<file path="src/rtl/regfile_sb_pkg.sv">
// Shared constants for the regfile_sb register file and its read ports.
//   XLEN_DEF  : default data width
//   NREGS_DEF : default number of architectural registers
//   REG_ZERO  : index of the hardwired-zero register
package regfile_sb_pkg;

    localparam int unsigned XLEN_DEF  = 32;
    localparam int unsigned NREGS_DEF = 32;
    localparam int unsigned REG_ZERO  = 0;

endpackage

</file>
<file path="src/rtl/regfile_rdport.sv">
// One read port of regfile_sb: register mux, zero-register check and optional
// same-cycle write bypass (enabled by defining REGFILE_BYPASS_EN).
// Ports:
//   i_addr       read address
//   i_regs       flattened register contents, reg i at [i*XLEN +: XLEN]
//   i_busy       busy vector, one bit per register
//   i_wr_en      per-write-port enable (already gated by reset)
//   i_wr_addr    write addresses, port p at [p*AW +: AW]
//   i_wr_data    write data, port p at [p*XLEN +: XLEN]
//   i_alloc_en   allocation enable (already gated by reset)
//   i_alloc_addr allocation address
//   o_data       read data
//   o_busy       busy flag of the addressed register
module regfile_rdport
    import regfile_sb_pkg::*;
#(
    parameter int unsigned XLEN   = XLEN_DEF,
    parameter int unsigned NREGS  = NREGS_DEF,
    parameter int unsigned NUM_WR = 1,
    localparam int unsigned AW    = $clog2(NREGS)
) (
    input  logic [AW-1:0]          i_addr,
    input  logic [NREGS*XLEN-1:0]  i_regs,
    input  logic [NREGS-1:0]       i_busy,
    input  logic [NUM_WR-1:0]      i_wr_en,
    input  logic [NUM_WR*AW-1:0]   i_wr_addr,
    input  logic [NUM_WR*XLEN-1:0] i_wr_data,
    input  logic                   i_alloc_en,
    input  logic [AW-1:0]          i_alloc_addr,
    output logic [XLEN-1:0]        o_data,
    output logic                   o_busy
);

    logic w_is_zero;
    assign w_is_zero = (i_addr == AW'(REG_ZERO));

`ifdef REGFILE_BYPASS_EN
    always_comb begin
        o_data = i_regs[int'(i_addr)*XLEN +: XLEN];
        o_busy = i_busy[i_addr];
        // Ascending scan so the highest-index matching write port wins.
        for (int p = 0; p < int'(NUM_WR); p++) begin
            if (i_wr_en[p] && (i_wr_addr[p*AW +: AW] == i_addr)) begin
                o_data = i_wr_data[p*XLEN +: XLEN];
                o_busy = i_alloc_en && (i_alloc_addr == i_addr);
            end
        end
        if (w_is_zero) begin
            o_data = '0;
            o_busy = 1'b0;
        end
    end
`else
    always_comb begin
        o_data = i_regs[int'(i_addr)*XLEN +: XLEN];
        o_busy = i_busy[i_addr];
        if (w_is_zero) begin
            o_data = '0;
            o_busy = 1'b0;
        end
    end

    // Bypass inputs are only consumed when the bypass is built in.
    logic w_unused_bypass;
    assign w_unused_bypass = ^{i_wr_en, i_wr_addr, i_wr_data, i_alloc_en, i_alloc_addr};
`endif

endmodule

</file>
<file path="src/rtl/regfile_sb.sv">
// Parametrised integer register file with a per-register busy scoreboard.
// Reg 0 reads as zero and ignores writes and allocations. Optional feature:
// define REGFILE_BYPASS_EN to forward same-cycle write data to the read ports.
// Ports:
//   clk        rising-edge clock
//   rst_n      asynchronous active-low reset (clears data and busy bits)
//   rd_addr    read addresses, port i at [i*AW +: AW]
//   rd_data    read data, port i at [i*XLEN +: XLEN]
//   rd_busy    per read port: addressed register has an outstanding producer
//   wr_en      per write port enable
//   wr_addr    write addresses, port p at [p*AW +: AW]
//   wr_data    write data, port p at [p*XLEN +: XLEN]
//   alloc_en   mark alloc_addr busy
//   alloc_addr destination register being allocated
module regfile_sb
    import regfile_sb_pkg::*;
#(
    parameter int unsigned XLEN   = XLEN_DEF,
    parameter int unsigned NREGS  = NREGS_DEF,
    parameter int unsigned NUM_RD = 2,
    parameter int unsigned NUM_WR = 1,
    localparam int unsigned AW    = $clog2(NREGS)
) (
    input  logic                   clk,
    input  logic                   rst_n,
    input  logic [NUM_RD*AW-1:0]   rd_addr,
    output logic [NUM_RD*XLEN-1:0] rd_data,
    output logic [NUM_RD-1:0]      rd_busy,
    input  logic [NUM_WR-1:0]      wr_en,
    input  logic [NUM_WR*AW-1:0]   wr_addr,
    input  logic [NUM_WR*XLEN-1:0] wr_data,
    input  logic                   alloc_en,
    input  logic [AW-1:0]          alloc_addr
);

    logic [XLEN-1:0]       r_regs [NREGS];
    logic [NREGS-1:0]      r_busy;
    logic [XLEN-1:0]       w_regs_d [NREGS];
    logic [NREGS-1:0]      w_busy_d;
    logic [NREGS*XLEN-1:0] w_regs_flat;
    logic [NUM_WR-1:0]     w_wr_en_gated;
    logic                  w_alloc_gated;

    // Keeps the bypass path quiet while reset is asserted.
    assign w_wr_en_gated = wr_en & {NUM_WR{rst_n}};
    assign w_alloc_gated = alloc_en & rst_n;

    // Ascending port order: highest-index port wins a same-address conflict.
    always_comb begin
        w_regs_d = r_regs;
        for (int p = 0; p < int'(NUM_WR); p++) begin
            if (wr_en[p] && (wr_addr[p*AW +: AW] != AW'(REG_ZERO))) begin
                w_regs_d[wr_addr[p*AW +: AW]] = wr_data[p*XLEN +: XLEN];
            end
        end
    end

    // Writes clear busy first, so an alloc to the same register leaves it set.
    always_comb begin
        w_busy_d = r_busy;
        for (int p = 0; p < int'(NUM_WR); p++) begin
            if (wr_en[p]) begin
                w_busy_d[wr_addr[p*AW +: AW]] = 1'b0;
            end
        end
        if (alloc_en) begin
            w_busy_d[alloc_addr] = 1'b1;
        end
        w_busy_d[REG_ZERO] = 1'b0;
    end

    always_ff @(posedge clk or negedge rst_n) begin
        if (!rst_n) begin
            for (int i = 0; i < int'(NREGS); i++) begin
                r_regs[i] <= '0;
            end
            r_busy <= '0;
        end else begin
            r_regs <= w_regs_d;
            r_busy <= w_busy_d;
        end
    end

    for (genvar i = 0; i < int'(NREGS); i++) begin : g_flat
        assign w_regs_flat[i*XLEN +: XLEN] = r_regs[i];
    end

    for (genvar g = 0; g < int'(NUM_RD); g++) begin : g_rd
        regfile_rdport #(
            .XLEN   (XLEN),
            .NREGS  (NREGS),
            .NUM_WR (NUM_WR)
        ) u_rdport (
            .i_addr       (rd_addr[g*AW +: AW]),
            .i_regs       (w_regs_flat),
            .i_busy       (r_busy),
            .i_wr_en      (w_wr_en_gated),
            .i_wr_addr    (wr_addr),
            .i_wr_data    (wr_data),
            .i_alloc_en   (w_alloc_gated),
            .i_alloc_addr (alloc_addr),
            .o_data       (rd_data[g*XLEN +: XLEN]),
            .o_busy       (rd_busy[g])
        );
    end

endmodule

</file>
<file path="config.mk">
export PLATFORM = sky130hd
export DESIGN_NAME = regfile_sb
export DESIGN_NICKNAME = d
export VERILOG_FILES = /design/src/rtl/regfile_sb_pkg.sv /design/src/rtl/regfile_rdport.sv /design/src/rtl/regfile_sb.sv
export SDC_FILE = /design/constraint.sdc
export NUM_CORES = 2
export LEC_CHECK = 0
export BUFFER_PORTS_ARGS = -buffer_cell sky130_fd_sc_hd__buf_2
export CAP_MARGIN = 20
export CORE_MARGIN = 4
export CORE_UTILIZATION = 55
export DETAILED_ROUTE_END_ITERATION = 16
export GPL_ROUTABILITY_DRIVEN = 0
export PLACE_DENSITY = 0.77
export SLEW_MARGIN = 20
export SYNTH_ARGS = -nofsm -noshare
export SYNTH_HDL_FRONTEND = slang
export SYNTH_HIERARCHICAL = 1
export SYNTH_SLANG_ARGS = --single-unit
export TNS_END_PERCENT = 100
</file>
<file path="constraint.sdc">
create_clock -name clk -period 1.4 [get_ports clk]
set_input_delay 0.07 -clock clk [delete_from_list [all_inputs] [get_ports clk]]
set_output_delay 0.07 -clock clk [all_outputs]
set_load 0.02 [all_outputs]
</file>
==> qor.yml <==
floorplan:
  std_cell_rows: 117
  die-area_sq_um: 108400
  num_io_pins: 122
  core_sq_um: 102000
  die-width_um: 329.2
  die_h_um: 329.2
  initial_core_util_pct: 55.61
worst_setup_path:
  r2r_slack_ns: 0.21
  cp.required_ns: 1.33
  cp-end-kind: "primary output"
  arrival_ns: 2.39
  endpoint: "rd_data[47]"
  startpoint: "r_regs[303]"
  cp-start-kind: "flop"
  reg2reg_from: "r_busy[7]"
  worstSetupPathType: "reg2out"
  worstRegToRegCells: 3
  crit_fanout: 3
  rr_endpoint: "r_busy[7]"
sta:
  whs_ns: 0.02123
  fin_crit_ns: 2.461
  setup_violations: 66
  finalWorstSetupSlack_ns: -1.061
  fin_worst_skew_ns: 0
  slew_viol_final: 0
  max_freq_ghz: 0.4063
  period_share_pct: 175.8
  relSlewSlack_pct: 43.66
  rsz0062_at_grt: "yes"
  worst_pin_slew_ns: 0.8420
  fin_tns_setup_ns: -64.10
  hold_viol: 0
outcome:
  failed_checks: "setup timing"
  status: "complete, but fails checks"
synth:
  synth-warning-count: 6
  synth_area_sq_um: 56740
  synthCells: 3756
  synth_area_per_cell_sq_um: 15.11
route:
  wl_per_cell_um: 33.28
  vias_per_cell: 7.058
  dr.first_iter.drc_count: 4247
  vias: 39440
  wirelength_mm: 186.0
  drc: 0
  antenna_left: 0
  firstDrtPassIters: 7
global_route:
  grt_pass1_vias: 41060
  antenna_found_initial: 3
  grt_first_pass_wirelength_mm: 276.1
  grt_use_total_pct: 34.55
  grt_overflow: 0
  grt_max_degree: 86
power_and_ir_drop:
  power.leakage_nw: 30.22
  power-per-cell-area_nw_per_um2: 1344
  irDropWorstVdd_mv: 1.300
layout:
  multi_input_area_sq_um: 29700
  syn_to_final_growth_pct: 22.65
  ff_latch_area_sq_um: 26400
  final_layout_size_suffix_gt1_share_pct: 63.02
  fillers: 6606
  final_nets: 4182
place:
  post-place-ws_ns: -0.8926
  numPortBuffers: 121
  dp_hpwl_mm: 122.1
min_path:
  holdCritPathClass: "in2reg"
clocking:
  cts_buffers: 112
  h-tree-depth: 3
  clockBufferDepth: 3
  cts_sinks: 1055
  clk_latency_ns: 0.72
  clkSlewWorstSetupHoldPaths_ns: 0.06
  cts_tree: "yes"
  cts-root-buf: "clkbuf_16"
flow_run:
  cap_violations: 0
where the power goes:
group          total [W]  switching [W]  internal [W]
clock             0.0309         0.0129        0.0180
sequential        0.0409        0.00454        0.0363
combinational     0.0217        0.00879        0.0129
stage by stage:
step	area (sq um)	util [%]	power [W]	std cells
final	69590	68.21	0.09351	5588
after global routing	69590	68.20	0.09691	5586
after CTS	69150	67.77	0.09292	5577
after detailed placement	63860	62.59	0.06095	5307
after global placement	63860	62.59	0.05981	5307
after floorplan	57600	-	0.05404	3757
repair_timing:
action                                   CTS  global route
buffers inserted                          13            10
endpoints found under the setup margin    66           405
cloned                                     0             1
endpoints found under the hold margin   1922             3
pin swaps                                 26            34
hold buffers                              55             1
gates resized for setup                  286            91
layer usage:
metal / track usage (%) / routed length (um)
met1: 46.14 / 70300
met2: 52.94 / 85050
met3: 8.648 / 18620
met4: 17.96 / 11960
met5: 0 / 27
cell type report:
cell class	instances	share of cell area (%)
tap	1368	2.459
inverter	3	0.02337
antenna	2	0.007191
multi-input combinational	2258	42.68
sequential	1055	37.93
timing repair buffer	696	11.41
clock inverter	42	0.8072
clock buffer	164	4.682
sequential cells by signal, summed over array words and instances (netlist names):
name	count
r_regs	1024
r_busy	31
worst min path at each step:
stage	end	from	cells past startpoint
after floorplan	r_busy[10]	rst_n	0
after global placement	r_busy[30]	rst_n	1
after detailed placement	r_busy[30]	rst_n	1
after CTS	r_regs[816]	wr_data[16]	2
after global routing	r_busy[27]	wr_en	5
final	r_busy[11]	wr_en	5
layout by cell type, fill, tap and decap left out, types with 50 or more instances in the layout:
cell and instances:
buf_4 371, clkbuf_16 113, o21ai_2 55, mux2_2 1009
a211oi_2 55, nor2b_1 66, mux4_2 459, dfrtp_1 1055
buf_12 202, a311oi_2 58, dlygate4sd3_1 50, mux2i_1 132
worst max-delay path: stages, from the launching register on:
cell and delay [ns]:
dfrtp_1 0.40, mux4_2 0.48, a22oi_2 0.30, a311oi_2 0.24
buf_4 0.24
Note: power is estimated with default switching activity, not from simulation.
